$ cat src/rtl/fetch_stage.sv
// Instruction-fetch stage: drives the synchronous instruction memory from the registered PC,
// computes the next PC, and hands PC/instruction pairs to decode through a 1-entry skid buffer.
module fetch_stage #(
    parameter int              PC_W     = 10,
    parameter int              INSTR_W  = 32,
    parameter logic [PC_W-1:0] RESET_PC = '0,
    parameter logic [5:0]      HALT_OPC = 6'b111111
) (
    input  logic               clk,
    input  logic               reset,
    input  logic [PC_W-1:0]    pc_cur,
    output logic [PC_W-1:0]    pc_next,
    output logic [PC_W-1:0]    imem_addr,
    input  logic [INSTR_W-1:0] imem_rdata,
    input  logic               redirect_valid,
    input  logic [PC_W-1:0]    redirect_pc,
    output logic               out_valid,
    input  logic               out_ready,
    output logic [PC_W-1:0]    out_pc,
    output logic [INSTR_W-1:0] out_instr,
    output logic               halted,
    output logic [15:0]        fetch_count
);

    function automatic logic [PC_W-1:0] pc_inc(input logic [PC_W-1:0] pc);
        return pc + PC_W'(1);
    endfunction

    logic               r_vld_p1;
    logic [PC_W-1:0]    r_pc_p1;
    logic               r_skid_vld;
    logic [PC_W-1:0]    r_skid_pc;
    logic [INSTR_W-1:0] r_skid_instr;
    logic               r_halted;
    logic [15:0]        r_fetch_count;

    logic w_stall;
    logic w_issue;
    logic w_xfer;
    logic w_capture;
    logic w_is_halt;

    // p0: request side, address straight from the PC register
    assign imem_addr = pc_cur;

    // Reset also masks delivery so nothing in flight is handed over during the reset cycle
    assign out_valid = !reset && !redirect_valid && (r_skid_vld || r_vld_p1);
    assign out_pc    = r_skid_vld ? r_skid_pc    : r_pc_p1;
    assign out_instr = r_skid_vld ? r_skid_instr : imem_rdata;

    assign w_stall   = out_valid && !out_ready;
    assign w_issue   = !reset && !r_halted && !redirect_valid && !w_stall;
    assign w_xfer    = out_valid && out_ready;
    assign w_capture = r_vld_p1 && !r_skid_vld && !out_ready && !redirect_valid;
    assign w_is_halt = (out_instr[INSTR_W-1 -: 6] == HALT_OPC);

    always_comb begin
        pc_next = pc_cur;
        if (reset)
            pc_next = RESET_PC;
        else if (redirect_valid)
            pc_next = redirect_pc;
        else if (w_issue)
            pc_next = pc_inc(pc_cur);
    end

    // p1: memory data returns; park it in the skid when decode is not ready
    always_ff @(posedge clk) begin
        r_pc_p1 <= pc_cur;
        if (w_capture) begin
            r_skid_pc    <= r_pc_p1;
            r_skid_instr <= imem_rdata;
        end
    end

    always_ff @(posedge clk) begin
        if (reset) begin
            r_vld_p1      <= 1'b0;
            r_skid_vld    <= 1'b0;
            r_halted      <= 1'b0;
            r_fetch_count <= '0;
        end else begin
            r_vld_p1 <= w_issue;
            if (redirect_valid) begin
                r_skid_vld <= 1'b0;
                r_halted   <= 1'b0;
            end else begin
                if (w_capture)
                    r_skid_vld <= 1'b1;
                else if (r_skid_vld && out_ready)
                    r_skid_vld <= 1'b0;
                if (w_xfer && w_is_halt)
                    r_halted <= 1'b1;
            end
            if (w_xfer)
                r_fetch_count <= r_fetch_count + 16'd1;
        end
    end

    assign halted      = r_halted;
    assign fetch_count = r_fetch_count;

endmodule

$ cat config.mk
export PLATFORM = sky130hd
export DESIGN_NAME = fetch_stage
export DESIGN_NICKNAME = d
export VERILOG_FILES = /design/src/rtl/fetch_stage.sv
export SDC_FILE = /design/constraint.sdc
export NUM_CORES = 1
export LEC_CHECK = 0
export CAP_MARGIN = 20
export CELL_PAD_IN_SITES_DETAIL_PLACEMENT = 1
export CELL_PAD_IN_SITES_GLOBAL_PLACEMENT = 2
export CORE_MARGIN = 2
export CORE_UTILIZATION = 29
export CTS_BUF_LIST = sky130_fd_sc_hd__clkbuf_4 sky130_fd_sc_hd__clkbuf_8
export DETAILED_ROUTE_END_ITERATION = 6
export GPL_ROUTABILITY_DRIVEN = 0
export PLACE_DENSITY = 0.85
export SLEW_MARGIN = 20
export SYNTH_ARGS = -nofsm -noshare
export SYNTH_HDL_FRONTEND = slang
export SYNTH_SLANG_ARGS = --single-unit
$ cat constraint.sdc
create_clock -name clk -period 17.9 [get_ports clk]
set_input_delay 1.79 -clock clk [delete_from_list [all_inputs] [get_ports clk]]
set_output_delay 1.79 -clock clk [all_outputs]
set_load 0.02 [all_outputs]
==> impl_results.md, run 1 <==
* Status: completed
* Initial Util at 29.83%
* Top area cells in the synthesized netlist: edfxtp_1, dfxtp_1, mux2_2
* Hold endpoint: r_skid_pc[8]
* Metal1 wirelength at 4.013 mm
* Synth Net Count at around 330
* Clk Latency, worst-skew pair at ~0.36 ns
* Hold Vio Cnt, Final at 0
* Pleak at 1.568 nW
* Crit Path Class: in2out
* Antenna Nets Post-Route at 0
* Cell Pwr Density at 74.16 mW/mm²
* Met2 wire len at 4.406 mm
* TritonRoute pass-1 iters at 4
* Number of flops mapped to enable cells by yosys at 42
* Die Footprint at 0.01206 mm²
* Fin. max-slew vios at 0
* Max-slew headroom at the worst pin at 57.72%
* Mapped Area at 0.003248 mm²
* CP startpoint kind: input port
* Core box area at 0.01089 mm²
* FMAX at between 0.15 and 0.2 GHz
* Crit Reg-Reg Endpoint: fetch_count[15]
* Sequential element share of the synthesized area at 56.70%
* Die height at 109.8 µm
* Period utilization at 36.83%
* Worst r2r src: r_skid_vld
* First-pass GRT wire length at 14.06 mm
* Post-route insts no fill at between 500 and 600
* Yosys warns at 0
* Layout cells sized above 1 at 16.50%
* R2R cell count at 4
* WL final at 9.124 mm
* CP required at 16.11 ns
* Top cell by count, worst path: clkdlybuf4s50_1
* Setup Viol. Count Final at 0
* Worst path slowest cell: or4b_1
* Setup Buffers After CTS at 0
* Final Critical Period at 6.592 ns
* HP Class: reg2reg
* RSZ-0062 raised after global routing: false
* Initial antenna violation count at 0
* Critical-path cell list: clkdlybuf4s50_1, buf_4, or4b_1, or2_0, or4_1, a311oi_1, clkdlybuf4s50_1
* Cells on Worst Hold Path at 0
* Total via count in the routed design at approximately 2600
* Hold buffer count at cts at 0
* GRT Residual Overflow at 0
* Tot GR Track Use at 15.47%
* Worst-Margin Slew at 0.6342 ns
* Vias per cell at between 4 and 5
* Synthesized flop and latch total at 71
* Worst Path Buf+Inv at 3
* Worst-path maximum fanout at 29
* Post-CTS resize count at 0
* CP top delay family: simple AND/OR/NAND/NOR gates
* TritonCTS clock tree: built
* Async set-reset flop share out of synthesis at 0%
* Worst reg2reg setup slack at 15.56 ns
* WP depth at 7
* CP Data Arrival Time at 4.80 ns
* Clk slew on worst S/H paths at roughly 0.070 ns
* Initial DRC Count at 81
* P&R area growth vs syn at 48.96%
* Max rail drop VDD at between 0.00002 and 0.00003 V
* Fin worst setup slack at approximately 11 ns
* Syn Inst Count at 267
* Max Clock Skew at 0.01037 ns
* Max-Cap Viols at 0
* Count of cell types in the netlist at 34
* DP Wirelength at ~6.5 mm
* Root Buffer: clkbuf_8
* DR DRC count at 0
* I/O pin count at about 140
* Largest net degree at the start of global routing at 47
* Routed len/inst at 17.09 µm
* Post-synth top area share at 38.83%
* Post-place setup slack at ~11 ns
* Clock buffer depth at 2
* Placed cell count at 518
* Port Buffers at 135
* Synth Area per Inst at about 12 µm²
* Number of global-route vias before repair at ~2700
* Worst hold path startpoint: r_pc_p1[8]
* Largest area contributor in the netlist: edfxtp_1
* Setup TNS Final at 0 ns
* Uppermost layer routed: met4
* Met3 wire length at 595 µm
* CTS H-tree lvls at 3
* Critical Path Sink Type: output pin
* Row cnt at 38
* Max incr delay on CP at between 0.6 and 0.7 ns
* Ant diodes at 0
* Top FF cell, synth: edfxtp_1
* Nets@finish at between 400 and 500
* Sink Count at between 70 and 80
* Total CTS buffers at 9
* Die extent in x at 109.8 µm
[cells by family after synthesis]
group           count (synthesis)  share of synthesized area (%)
xor+xnor                       15                          4.045
mux                            43                          14.87
compound gates                 31                          6.202
buf+inv                        28                          4.661
fa+ha+maj                       2                         0.7703
flops                          71                          56.70
simple gates                   77                          12.75
[Yosys cell counts, types with 2 or more instances]
library cell and n:
a211oi_1 8, a21oi_1 10, and4_1 2, buf_1 2, buf_4 10, clkbuf_1 12
dfxtp_1 29, edfxtp_1 42, ha_1 2, inv_1 2, mux2_2 42, nand2_1 11
nand3_1 5, nand4_1 10, nor2_1 19, nor3_1 5, nor4_1 8, nor4b_1 2
o21ai_0 4, o31ai_1 5, or2_2 2, or3_1 6, or4_1 5, xnor2_1 13
xor2_1 2
[layer usage]
| layer | vias to the layer above | track usage [%] |
|---|---|---|
| li1 | 1235 | - |
| met1 | 1283 | 18.74 |
| met2 | 82 | 26.21 |
| met3 | 7 | 3.972 |
| met4 | 0 | 5.967 |
| met5 | - | 0 |
[registers in the layout (all words and copies together), names as in the netlist]
name and cells:
r_skid_instr 32, halted 1, fetch_count 16, r_skid_pc 10, r_skid_vld 1, r_pc_p1 10
r_vld_p1 1
[power breakdown]
| part | internal, mW | total (mW) | switching [mW] | leakage, nW |
|---|---|---|---|---|
| Sequential | 0.176 | 0.178 | 0.00186 | 0.619 |
| Clock | 0.0607 | 0.121 | 0.0606 | 0.101 |
| Combinational | 0.0321 | 0.0596 | 0.0275 | 0.848 |
[metrics by stage]
| stage | hold slack (ns) | area, µm² | utilization, % | power [mW] |
|---|---|---|---|---|
| 3_3_place_gp | 0.4143 | 4653 | 42.74 | 0.2407 |
| 4_1_cts | 0.4345 | 4836 | 44.42 | 0.3634 |
| 6_report | 0.4299 | 4838 | 44.44 | 0.3588 |
| 2_1_floorplan | 0.4044 | 3248 | - | 0.2088 |
| 5_1_grt | 0.4448 | 4838 | 44.44 | 0.3753 |
| 3_5_place_dp | 0.4154 | 4653 | 42.74 | 0.2418 |
[cells in the final DEF (no fill, tap or decap), drive strengths merged, types with 4 or more instances in the layout]
| master | netlist | final |
|---|---|---|
| xnor2 | 13 | 13 |
| a211oi | 8 | 8 |
| nor4 | 8 | 8 |
| o21ai | 4 | 4 |
| mux2 | 42 | 42 |
| a21oi | 10 | 10 |
| or4 | 5 | 5 |
| nand2 | 11 | 11 |
| nand4 | 10 | 10 |
| clkdlybuf4s50 | 0 | 135 |
| clkbuf | 12 | 13 |
| dfxtp | 29 | 29 |
| edfxtp | 42 | 42 |
| nor3 | 5 | 5 |
| or3 | 6 | 6 |
| nor2 | 19 | 19 |
| nand3 | 5 | 5 |
| o31ai | 5 | 5 |
[worst reg2reg max path, cell delays in order (launching register included)]
cell and delay, ns:
dfxtp_4 0.75, nor2_1 0.28, or3_1 0.58, or4_1 0.52, a21oi_1 0.15
[worst max path at each step]
stage / start / end / slack (ns)
floorplan: out_ready / r_skid_instr[0] / 11.00
global placement: reset / pc_next[9] / 11.29
detailed placement: reset / pc_next[9] / 11.30
CTS: reset / pc_next[9] / 11.29
global route: reset / pc_next[9] / 11.15
finish: reset / pc_next[9] / 11.31
[layout make-up]
class	instances	area, µm²
Clock buffer	13	166.4
Multi-Input combinational cell	168	1261
Inverter	2	7.507
Tap cell	140	175.2
Clock inverter	3	16.27
Sequential cell	71	1846
Fill cell	1206	6050
Timing Repair Buffer	137	1366
No activity file was read; power rests on OpenSTA's default activity.
==> run 2, diff against run 1 <==
- CORE_UTILIZATION: 29 -> 27
- PLACE_DENSITY: 0.85 -> 0.8
- clock period: 17.9 -> 6.4 ns (I/O delays scaled with it)
==> impl_results.md, run 2 (synthesis gave the netlist of run 1 again) <==
* Die extent in x at 113.7 µm (was 109.8 µm)
* FMAX at roughly 0.23 GHz
* Hold buffer count at cts at 0 (unchanged)
* Cell Pwr Density at 204.6 mW/mm² (was 74.16 mW/mm²)
* Core box area at 0.01186 mm² (was 0.01089 mm²)
* Status: completed (unchanged)
* Ant diodes at 0 (unchanged)
* Crit Path Class: in2out (unchanged)
* Most frequent cells in the layout: clkdlybuf4s50_1, mux2_2, edfxtp_1, dfxtp_1, nor2_1 (unchanged)
* HP Class: reg2reg (unchanged)
* Pleak at 1.546 nW (was 1.568 nW)
* Total CTS buffers at 9 (unchanged)
* Critical Path Sink Type: output pin (unchanged)
* RSZ-0062 raised after global routing: false (unchanged)
* Crit path to: pc_next[9] (unchanged)
* Combinational power share at 16.8% (was 16.6%)
* P&R area growth vs syn at 49.15% (was 48.96%)
* TritonCTS clock tree: built (unchanged)
* Root Buffer: clkbuf_8 (unchanged)
* Setup TNS Final at 0 ns (unchanged)
* Most common cell after layout, fill and taps aside: clkdlybuf4s50_1 (unchanged)
* Clk Latency, worst-skew pair at 0.34 ns (was 0.36 ns)
* CP Data Arrival Time at 3.65 ns (was 4.80 ns)
* First-pass GRT wire length at 14.07 mm (was 14.06 mm)
* Critical-path cell list: clkdlybuf4s50_1, buf_4, or4b_1, or2_0, or4_1, a311oi_1, clkdlybuf4s50_1 (unchanged)
* DP Wirelength at 6.406 mm (was 6.520 mm)
* Total via count in the routed design at 2564 (was 2607)
* Number of global-route vias before repair at 2677 (was 2734)
* I/O pin count at 136 (unchanged)
* Nets@finish at 447 (unchanged)
* Fillers at 1309 (was 1206)
* Max Clock Skew at 0.01269 ns (was 0.01037 ns)
* Crit path from: reset (unchanged)
* Clk slew on worst S/H paths at 0.09 ns (was 0.07 ns)
* Reg with most FFs: r_skid_instr (unchanged)
* WL final at 8.844 mm (was 9.124 mm)
* Initial Util at 27.38% (was 29.83%)
* Largest net degree at the start of global routing at 47 (unchanged)
* Period utilization at about two thirds
* Post-route insts no fill at 541 (was 534)
* Setup Buffers After CTS at 0 (unchanged)
* Setup Viol. Count Final at 0 (unchanged)
* Clock power frac at 33.0% (was 33.8%)
* GRT Residual Overflow at 0 (unchanged)
* Worst path slowest cell: or4b_1 (unchanged)
* CP startpoint kind: input port (unchanged)
* Fin. max-slew vios at 0 (unchanged)
* Die Footprint at 0.01292 mm² (was 0.01206 mm²)
* Initial antenna violation count at 0 (unchanged)
* Antenna Nets Post-Route at 0 (unchanged)
* Worst reg2reg setup slack at 4.06 ns (was 15.56 ns)
* Worst-path maximum fanout at 29 (unchanged)
* Max-Cap Viols at 0 (unchanged)
* Layout cells sized above 1 at 16.50% (unchanged)
* Pint at 0.7256 mW (was 0.2688 mW)
* Clock buffer depth at 2 (unchanged)
* Routed len/inst at 16.35 µm (was 17.09 µm)
* Initial DRC Count at 61 (was 81)
* Crit Reg-Reg Endpoint: fetch_count[15] (unchanged)
* DR DRC count at 0 (unchanged)
* CP required at 5.76 ns (was 16.11 ns)
* TritonRoute pass-1 iters at 4 (unchanged)
* Sink Count at 71 (unchanged)
* Vias per cell at 4.739 (was 4.882)
* Max rail drop VDD at 0.00009874 V (was 0.00002900 V)
* Worst-Margin Slew at 0.5977 ns (was 0.6342 ns)
* Final Critical Period at 4.288 ns
* Port Buffers at 135 (unchanged)
* R2R cell count at 4 (unchanged)
* Row cnt at 40 (was 38)
* Psw at 0.2656 mW (was 0.09000 mW)
* Seq pwr share at 50.1% (was 49.6%)
* Post-CTS resize count at 0 (unchanged)
* Tot GR Track Use at 13.82% (was 15.47%)
* Placed cell count at 525 (was 518)
* Worst r2r src: r_skid_vld (unchanged)
* Die height at 113.7 µm (was 109.8 µm)
* Top cell by count, worst path: clkdlybuf4s50_1 (unchanged)
* Hold Vio Cnt, Final at 0 (unchanged)
* Max-slew headroom at the worst pin at 60.15% (was 57.72%)
* Max incr delay on CP at 0.68 ns (was 0.67 ns)
* CTS H-tree lvls at 3 (unchanged)
* Largest register FFs at 32 (unchanged)
* Sw Ratio at 26.80% (was 25.08%)
-- run 2: changes by cell type in the layout (fill, tap and decap cells not counted), sizes merged --
cell	before	now
clkinvlp	0	4
inv	3	4
clkbuf	13	9
clkinv	2	1
-- run 2: final cells by class --
| cell class | instances | area (µm²) | share of cell area (%) |
|---|---|---|---|
| Tap cell | 147 | 183.9 | 3.796 |
| Inverter | 2 | 7.507 | 0.1550 |
| Clock buffer | 9 | 123.9 | 2.557 |
| Sequential cell | 71 | 1846 | 38.09 |
| Clock inverter | 7 | 56.30 | 1.162 |
| Multi-Input combinational cell | 168 | 1261 | 26.03 |
| Timing Repair Buffer | 137 | 1366 | 28.20 |
-- run 2: worst min path at each step --
stage | endpoint | start | slack (ns) | depth (start not counted)
2_1_floorplan | r_skid_pc[0] | r_pc_p1[0] | 0.40 | 0
3_3_place_gp | r_skid_pc[7] | r_pc_p1[7] | 0.41 | 0
3_5_place_dp | r_skid_pc[9] | r_pc_p1[9] | 0.42 | 0
4_1_cts | r_skid_pc[9] | r_pc_p1[9] | 0.42 | 0
5_1_grt | r_skid_pc[9] | r_pc_p1[9] | 0.43 | 0
6_report | r_skid_pc[9] | r_pc_p1[9] | 0.42 | 0
-- run 2: stage by stage --
stage / cell area [µm²] / total power [mW] / utilization [%] / worst slack, ns / hold WS, ns
finish: 4845 / 0.9912 / 40.84 / 2.112 / 0.4177
global route: 4845 / 1.043 / 40.84 / 1.950 / 0.4308
floorplan: 3248 / 0.5839 / - / 0.3964 / 0.4044
CTS: 4842 / 1.010 / 40.82 / 2.095 / 0.4180
global placement: 4662 / 0.6740 / 39.30 / 2.144 / 0.4129
detailed placement: 4662 / 0.6763 / 39.30 / 2.096 / 0.4152
-- run 2: layer usage --
layer | up-vias | track usage, % | part of all wire, %
li1 | 1242 | - | -
met2 | 77 | 22.91 | 48
met3 | 7 | 3.613 | 4.9
met5 | - | 0 | 0
met1 | 1238 | 18.11 | 46
met4 | 0 | 3.415 | 0.93
-- run 2: power by group through the flow --
stage               Combinational, mW  Sequential [mW]  Clock, mW
global route                    0.177            0.498      0.368
finish                          0.167            0.497      0.328
global placement                0.166            0.508          0
floorplan                      0.0780            0.506          0
CTS                             0.169            0.498      0.343
detailed placement              0.168            0.508          0
-- run 2: critical path: cells and delay by family --
family | cells | cell delay, ns
AOI/OAI and AO/OA | 1 | 0.27
buffers and inverters | 3 | 1.29
and+or+nand+nor | 3 | 1.45
==> run 3, diff against run 2 <==
- clock period: 6.4 -> 4.25 ns (I/O delays scaled with it)
==> impl_results.md, run 3 (synthesis gave the netlist of run 1 again) <==
* Number of global-route vias before repair at 2771 (was 2677)
* Fin worst setup slack at 0.5311 ns (was 2.112 ns)
* Reg with most FFs: r_skid_instr (unchanged)
* Crit path from: pc_cur[2] (was reset)
* Worst-path maximum fanout at 7 (was 29)
* Fin area at 0.004926 mm² (was 0.004845 mm²)
* Clk Latency, worst-skew pair at 0.36 ns (was 0.34 ns)
* Fin. max-slew vios at 0 (unchanged)
* Die height at 113.7 µm (unchanged)
* Critical Path Sink Type: output pin (unchanged)
* Post-route insts no fill at 542 (was 541)
* Hold Vio Cnt, Final at 0 (unchanged)
* Hold buffer count at cts at 0 (unchanged)
* R2R cell count at 5 (was 4)
* HP Class: reg2reg (unchanged)
* Setup Viol. Count Final at 0 (unchanged)
* Post-CTS resize count at 0 (unchanged)
* Die extent in x at 113.7 µm (unchanged)
* Period utilization at 87.50%
* Most frequent cells in the layout: clkdlybuf4s50_1, mux2_2, edfxtp_1, dfxtp_1, nor2_1 (unchanged)
* Total via count in the routed design at 2620 (was 2564)
* Initial Util at 27.38% (unchanged)
* Final Critical Period at 3.719 ns
* Cell Pwr Density at 340.8 mW/mm² (was 204.6 mW/mm²)
* Nets@finish at 448 (was 447)
* Largest net degree at the start of global routing at 46 (was 47)
* Total CTS buffers at 9 (unchanged)
* CTS H-tree lvls at 3 (unchanged)
* Max rail drop VDD at 0.0001117 V (was 0.00009874 V)
* Vias per cell at 4.834 (was 4.739)
* Row cnt at 40 (unchanged)
* Combinational power share at 15.2% (was 16.8%)
* Clock buffer depth at 2 (unchanged)
* Root Buffer: clkbuf_8 (unchanged)
* CP Data Arrival Time at 3.29 ns (was 3.65 ns)
* Port Buffers at 135 (unchanged)
* RSZ-0062 raised after global routing: false (unchanged)
* Max-Cap Viols at 0 (unchanged)
* DR DRC count at 0 (unchanged)
* TritonCTS clock tree: built (unchanged)
* Core box area at 0.01186 mm² (unchanged)
* Psw at 0.4008 mW (was 0.2656 mW)
* CP required at 3.83 ns (was 5.76 ns)
* Worst r2r src: r_skid_vld (unchanged)
* Largest register FFs at 32 (unchanged)
* Crit path to: pc_next[9] (unchanged)
* Max-slew headroom at the worst pin at 59.52% (was 60.15%)
* Seq pwr share at 44.5% (was 50.1%)
* Tot GR Track Use at 14.60% (was 13.82%)
* Status: completed (unchanged)
* Antenna Nets Post-Route at 0 (unchanged)
* Sw Ratio at 23.87% (was 26.80%)
* Pleak at 1.599 nW (was 1.546 nW)
* TritonRoute pass-1 iters at 4 (unchanged)
* P&R area growth vs syn at 51.66% (was 49.15%)
* Crit Path Class: in2out (unchanged)
* Sink Count at 71 (unchanged)
* Max Clock Skew at 0.009773 ns (was 0.01269 ns)
* Pint at 1.278 mW (was 0.7256 mW)
* Worst-Margin Slew at 0.6072 ns (was 0.5977 ns)
* Ant diodes at 0 (unchanged)
* GRT Residual Overflow at 0 (unchanged)
* WL final at 9.172 mm (was 8.844 mm)
* Routed len/inst at 16.92 µm (was 16.35 µm)
* Initial antenna violation count at 0 (unchanged)
* Placed cell count at 526 (was 525)
* Clk slew on worst S/H paths at 0.08 ns (was 0.09 ns)
* I/O pin count at 136 (unchanged)
* Post-place setup slack at 0.5231 ns (was 2.096 ns)
* First-pass GRT wire length at 14.63 mm (was 14.07 mm)
* Setup TNS Final at 0 ns (unchanged)
* Worst reg2reg setup slack at 1.84 ns (was 4.06 ns)
* FMAX at 0.2689 GHz
* Die Footprint at 0.01292 mm² (unchanged)
* Final core occ at 41.53% (was 40.84%)
* Initial DRC Count at 102 (was 61)
* Placement Cell Area at 0.004678 mm² (was 0.004662 mm²)
* DP Wirelength at 6.560 mm (was 6.406 mm)
* Crit Reg-Reg Endpoint: fetch_count[15] (unchanged)
* Layout cells sized above 1 at 16.71% (was 16.50%)
* Most common cell after layout, fill and taps aside: clkdlybuf4s50_1 (unchanged)
* Setup Buffers After CTS at 0 (unchanged)
* Clock power frac at 40.3% (was 33.0%)
* CP startpoint kind: input port (unchanged)
[run 3: cell types whose count changed in the layout (fill, tap and decap cells not counted)]
| cell | delta |
|---|---|
| buf_4 | +1 |
| bufinv_16 | +3 |
| clkbuf_4 | +1 |
| clkinv_4 | +1 |
| clkinvlp_4 | -4 |
| dfxtp_2 | +1 |
| dfxtp_4 | -1 |
| inv_6 | -1 |
| nor4b_2 | -1 |
| nor4b_4 | +1 |
[run 3: how the worst min path moves through the flow]
stage	start	end	slack [ns]	depth (start not counted)
2_1_floorplan	r_pc_p1[0]	r_skid_pc[0]	0.40	0
3_3_place_gp	r_pc_p1[8]	r_skid_pc[8]	0.41	0
3_5_place_dp	r_pc_p1[6]	r_skid_pc[6]	0.42	0
4_1_cts	r_pc_p1[8]	r_skid_pc[8]	0.43	0
5_1_grt	r_pc_p1[4]	r_skid_pc[4]	0.46	0
6_report	r_pc_p1[8]	r_skid_pc[8]	0.43	0
[run 3: per-layer routing]
| metal | wire length [µm] | track usage, % | share of wire (%) | up-vias |
|---|---|---|---|---|
| met5 | 0 | 0 | 0 | - |
| met4 | 123 | 4.878 | 1.3 | 0 |
| met3 | 534 | 4.516 | 5.8 | 13 |
| met2 | 4475 | 25.43 | 49 | 74 |
| met1 | 4039 | 17.13 | 44 | 1293 |
| li1 | - | - | - | 1240 |
[run 3: cell type report]
class | instances | area (µm²)
Multi-Input combinational cell | 168 | 1270
Tap cell | 147 | 183.9
Inverter | 2 | 7.507
Sequential cell | 71 | 1843
Fill cell | 1282 | 6935
Clock inverter | 6 | 116.4
Timing Repair Buffer | 138 | 1374
Clock buffer | 10 | 131.4
[run 3: critical path, stage by stage]
cell and delay, ns:
clkdlybuf4s50_1 0.58, or4b_1 0.58, or2_0 0.26, or4_1 0.51
a311oi_1 0.28, clkdlybuf4s50_1 0.65
[run 3: power by group through the flow]
stage	combinational, mW	clock, mW	sequential, mW
2_1_floorplan	0.118	0	0.761
3_3_place_gp	0.254	0	0.762
3_5_place_dp	0.258	0	0.763
4_1_cts	0.259	0.702	0.747
5_1_grt	0.272	0.730	0.748
6_report	0.255	0.677	0.747
[run 3: metrics by stage]
stage	hold WS, ns	total power, mW
after global routing	0.4578	1.750
final	0.4299	1.679
after floorplan	0.4044	0.8790
after CTS	0.4274	1.707
after global placement	0.4090	1.016
after detailed placement	0.4189	1.020
